==> config.mk <==
export PLATFORM = sky130hd
export DESIGN_NAME = serial_tx
export DESIGN_NICKNAME = d
export VERILOG_FILES = /design/src/rtl/serial_tx.sv
export SDC_FILE = /design/constraint.sdc
export NUM_CORES = 1
export LEC_CHECK = 0
export ABC_CLOCK_PERIOD_IN_PS = 1900
export CORE_MARGIN = 2
export CORE_UTILIZATION = 30
export DETAILED_ROUTE_END_ITERATION = 10
export PLACE_DENSITY_LB_ADDON = 0.08
export SLEW_MARGIN = 10
export SYNTH_ARGS = -nofsm -noshare
export SYNTH_HDL_FRONTEND = slang
export SYNTH_SLANG_ARGS = --single-unit
==> constraint.sdc <==
create_clock -name Clk -period 1.9 [get_ports Clk]
set_clock_uncertainty 0.05 [all_clocks]
set_input_delay 0.285 -clock Clk [delete_from_list [all_inputs] [get_ports Clk]]
set_output_delay 0.285 -clock Clk [all_outputs]
set_load 0.02 [all_outputs]
==> src/rtl/serial_tx.sv <==
// serial_tx: parallel-to-serial transmitter with a valid/ready input handshake.
//
// Frame on Tx (line idles high):
//   START (0), DATA_W payload bits LSB first, optional even-parity bit, STOP (1).
// Every bit is held on Tx for exactly DIV clock cycles.
//
// Build option:
//   SERIAL_TX_PARITY_EN  when defined, an even-parity bit (XOR of the payload)
//                        is sent between the last data bit and STOP. When it
//                        is undefined, the PARITY state and parity register
//                        are not built.
//
// Parameters:
//   DATA_W  payload width in bits (1..32)
//   DIV     clock cycles per serial bit (1..65535)
//
// Ports:
//   Clk    rising-edge clock
//   Rst_n  synchronous active-low reset
//   Data   parallel word, captured when Valid && Ready
//   Valid  Data is offered this cycle
//   Ready  1 while idle; a word offered now is accepted at the next edge
//   Tx     registered serial output
//   Busy   complement of Ready; a frame is in progress
//   Done   one-cycle pulse in the first idle cycle after STOP completes
module serial_tx #(
  parameter int DATA_W = 8,
  parameter int DIV    = 4
) (
  input  logic              Clk,
  input  logic              Rst_n,
  input  logic [DATA_W-1:0] Data,
  input  logic              Valid,
  output logic              Ready,
  output logic              Tx,
  output logic              Busy,
  output logic              Done
);

  localparam int CNT_W = $clog2(DIV + 1);
  localparam int IDX_W = (DATA_W > 1) ? $clog2(DATA_W) : 1;
  localparam logic [CNT_W-1:0] CNT_LAST = CNT_W'(DIV - 1);
  localparam logic [IDX_W-1:0] IDX_LAST = IDX_W'(DATA_W - 1);

  typedef enum logic [2:0] {
    IDLE   = 3'd0,
    START  = 3'd1,
    DATA   = 3'd2,
`ifdef SERIAL_TX_PARITY_EN
    PARITY = 3'd3,
`endif
    STOP   = 3'd4
  } state_t;

  state_t            state;
  logic [CNT_W-1:0]  bit_cnt;
  logic [IDX_W-1:0]  bit_idx;
  logic [DATA_W-1:0] shreg;
  logic [DATA_W-1:0] shreg_next;
  logic              bit_end;
`ifdef SERIAL_TX_PARITY_EN
  logic              parity;
`endif

  // Last cycle of the current bit period; every state change happens here.
  assign bit_end    = (bit_cnt == CNT_LAST);
  // Tx is registered, so the next payload bit is taken from the shifted value.
  assign shreg_next = shreg >> 1;
  assign Busy       = ~Ready;

  always_ff @(posedge Clk) begin
    if (!Rst_n) begin
      state   <= IDLE;
      bit_cnt <= '0;
      bit_idx <= '0;
      shreg   <= '0;
      Tx      <= 1'b1;
      Ready   <= 1'b1;
      Done    <= 1'b0;
`ifdef SERIAL_TX_PARITY_EN
      parity  <= 1'b0;
`endif
    end else begin
      Done <= 1'b0;
      case (state)
        IDLE: begin
          if (Valid && Ready) begin
            shreg   <= Data;
`ifdef SERIAL_TX_PARITY_EN
            parity  <= ^Data;
`endif
            state   <= START;
            Ready   <= 1'b0;
            Tx      <= 1'b0;
            bit_cnt <= '0;
            bit_idx <= '0;
          end
        end
        START: begin
          if (bit_end) begin
            bit_cnt <= '0;
            state   <= DATA;
            Tx      <= shreg[0];
          end else begin
            bit_cnt <= bit_cnt + CNT_W'(1);
          end
        end
        DATA: begin
          if (bit_end) begin
            bit_cnt <= '0;
            if (bit_idx == IDX_LAST) begin
              bit_idx <= '0;
`ifdef SERIAL_TX_PARITY_EN
              state   <= PARITY;
              Tx      <= parity;
`else
              state   <= STOP;
              Tx      <= 1'b1;
`endif
            end else begin
              bit_idx <= bit_idx + IDX_W'(1);
              shreg   <= shreg_next;
              Tx      <= shreg_next[0];
            end
          end else begin
            bit_cnt <= bit_cnt + CNT_W'(1);
          end
        end
`ifdef SERIAL_TX_PARITY_EN
        PARITY: begin
          if (bit_end) begin
            bit_cnt <= '0;
            state   <= STOP;
            Tx      <= 1'b1;
          end else begin
            bit_cnt <= bit_cnt + CNT_W'(1);
          end
        end
`endif
        STOP: begin
          if (bit_end) begin
            bit_cnt <= '0;
            state   <= IDLE;
            Ready   <= 1'b1;
            Done    <= 1'b1;
            Tx      <= 1'b1;
          end else begin
            bit_cnt <= bit_cnt + CNT_W'(1);
          end
        end
        default: begin
          state   <= IDLE;
          bit_cnt <= '0;
          bit_idx <= '0;
          Ready   <= 1'b1;
          Tx      <= 1'b1;
        end
      endcase
    end
  end

endmodule

==> metrics <==
Die Span X 62.1 um; Ports 15; Slew Limit Fails 0; Worst Hold Class reg -> reg; DR iter-0 viols 18; CTS root buf clkbuf_4; max_cap viols 0; Hold Violations, Final 0; relative slew slack 68.7%; R2R Path Start bit_idx[0]$_SDFFE_PN0P_; top_reg_cell synth dfxtp_1; vias in the first global route 818; register area share after synthesis 39.6%; Mapped Area 1010 um^2; initial antenna violation count 0; Clk pwr share 28.5%; R2R Path End shreg[7]$_SDFFE_PN0P_; Core ar. 3280 um^2; internal cell power 0.000647 W; RSZ-0062 raised after global routing false; Max Freq 0.590 GHz; row count 21; crit path capture type flop; Least-Margin Pin Slew 0.468 ns; post-layout util 38.4%; # nets final 145; Gate power share 18.0%; Total GRT Usage 12.6%; routed len/inst 11.8 um; R2R depth 6; clock slew at reported path FFs 0.12 ns; # diodes 0; YS warnings 0; Leakage 0.543 nW; Initial DRT Pass Iterations 2; Die ar. 3850 um^2; CP required 2.05 ns; remaining global-route overflow 0; net switching power figure 0.000225 W; PwrDens 692 nW/um^2; critical path data arrival time 1.84 ns; Seq pwr share 53.4%; clk_lat worst skew 0.30 ns; overall die height 62.1 um; CP Class reg -> reg; syn_nets 125; CTS Buf Count 3; Fin Setup TNS 0 ns; initial core utilization 30.8%; Post-CTS Repair Setup Buffers 0; CTS tree built; post_cts resized 0; GPL Wtd Cong 0.703; Max Root-Sink Buffers 2; Switching Fraction 25.9%; crit path time final 1.70 ns; most frequent cells in the layout dfxtp_1, nand2_1, clkdlybuf4s50_1, mux2i_1; outcome finished clean; Mapped Cells 111; Remaining DRCs 0; peak supply drop 0.000346 V; CP startpoint bit_idx[0]$_SDFFE_PN0P_; share of layout cells above drive strength 1 11.5%; most common cell after layout, fill and taps aside dfxtp_1; asr flop ratio synth 0%; DRT antenna net count 0; capture point of the worst path shreg[7]$_SDFFE_PN0P_; PortBufs 14; number of flops mapped to enable cells by yosys 0; flip-flop and latch count after synthesis 20; # setup viols final 0; Syn Area/Cell 9.12 um^2; CP max FO 15; DP Wirelength 1560 um; P&R area growth vs syn 24.5%; hold_buf cts 0; first-pass GRT wire length 3560 um; r2r setup slk 0.20 ns; count of different cell masters after synthesis 35; clk sink count 20; fillers 359; Final Routed Wirelength 2070 um; largest net degree at the start of global routing 16; CP Launch Type flop; period utilization 89.2%; Via Count 844; H-tree depth 1; vias per cell 4.80
==> metrics by stage <==
| step | setup slack, ns | cells | cell area, um^2 | power [W] | hold slack, ns |
|---|---|---|---|---|---|
| 6_report | 0.205 | 176 | 1260 | 0.000872 | 0.408 |
| 5_1_grt | 0.105 | 176 | 1260 | 0.000924 | 0.427 |
| 4_1_cts | 0.185 | 176 | 1260 | 0.000891 | 0.413 |
| 3_5_place_dp | 0.117 | 172 | 1220 | 0.000634 | 0.395 |
| 3_3_place_gp | 0.113 | 172 | 1220 | 0.000631 | 0.390 |
| 2_1_floorplan | 0.357 | 111 | 1010 | 0.000570 | 0.373 |
==> power by group through the flow <==
stage | clock [W] | sequential [W] | combinational, W
3_3_place_gp | 0 | 0.000475 | 0.000156
6_report | 0.000249 | 0.000466 | 0.000157
3_5_place_dp | 0 | 0.000476 | 0.000158
4_1_cts | 0.000265 | 0.000467 | 0.000159
2_1_floorplan | 0 | 0.000476 | 0.0000940
5_1_grt | 0.000281 | 0.000470 | 0.000173
==> sequential cells by signal, indices dropped and copies added, names as in the netlist <==
name,count
shreg,8
state,3
Tx,1
Ready,1
bit_cnt,3
Done,1
bit_idx,3
==> metal layers <==
layer	global-route usage, %	routed length [um]
met3	2.28	82
met1	15.5	977
met4	5.47	20
met5	0	0
met2	21.6	991
==> final cells by class <==
| class | instances | area [um^2] | share of cell area (%) |
|---|---|---|---|
| inverters | 5 | 18.8 | 1.49 |
| well taps | 46 | 57.6 | 4.57 |
| clock buffers | 4 | 36.3 | 2.88 |
| repair buffers | 21 | 193 | 15.3 |
| flip-flops and latches | 20 | 400 | 31.8 |
| multi-input cells | 80 | 554 | 44.0 |
==> critical path: stages (launching register included) <==
cell	delay, ns
dfxtp_1	0.34
ha_1	0.20
ha_1	0.23
inv_1	0.10
a32o_2	0.39
mux2i_1	0.23
nor2b_1	0.06
==> Yosys cell counts, types with 2 or more instances <==
master | instances | area [um^2]
a211oi_1 | 3 | 22.5
a21oi_1 | 4 | 20.0
a31oi_1 | 2 | 12.5
buf_4 | 2 | 15.0
clkbuf_1 | 2 | 7.51
dfxtp_1 | 20 | 400
ha_1 | 3 | 37.5
inv_1 | 4 | 15.0
mux2i_1 | 8 | 80.1
nand2_1 | 14 | 52.6
nand2b_1 | 3 | 18.8
nand3_1 | 4 | 20.0
nor2_1 | 5 | 18.8
nor2b_1 | 5 | 31.3
nor3_1 | 3 | 15.0
o211a_1 | 7 | 70.1
o21ai_0 | 4 | 20.0
==> worst min path at each step <==
stage                                 start                 endpoint  cells after the start
CTS                 bit_cnt[2]$_SDFFE_PN0P_  bit_cnt[2]$_SDFFE_PN0P_                      2
finish              bit_cnt[2]$_SDFFE_PN0P_  bit_cnt[2]$_SDFFE_PN0P_                      2
detailed placement  bit_cnt[2]$_SDFFE_PN0P_  bit_cnt[2]$_SDFFE_PN0P_                      2
global route        bit_cnt[2]$_SDFFE_PN0P_  bit_cnt[2]$_SDFFE_PN0P_                      2
floorplan           bit_cnt[2]$_SDFFE_PN0P_  bit_cnt[2]$_SDFFE_PN0P_                      2
global placement    bit_cnt[2]$_SDFFE_PN0P_  bit_cnt[2]$_SDFFE_PN0P_                      2
==> cell families (layout without fill, tap and decap cells) <==
| logic type | Yosys count | count (layout) | share of synthesized area (%) |
|---|---|---|---|
| multiplexers | 8 | 8 | 7.91 |
| flip-flops | 20 | 20 | 39.6 |
| XOR/XNOR | 1 | 1 | 0.865 |
| AO/OA/AOI/OAI | 29 | 29 | 23.0 |
| buffers and inverters | 11 | 30 | 5.68 |
| AND/OR/NAND/NOR | 39 | 39 | 19.3 |
| adder cells (fa/ha/maj) | 3 | 3 | 3.71 |
(Power assumes the default switching activity.)
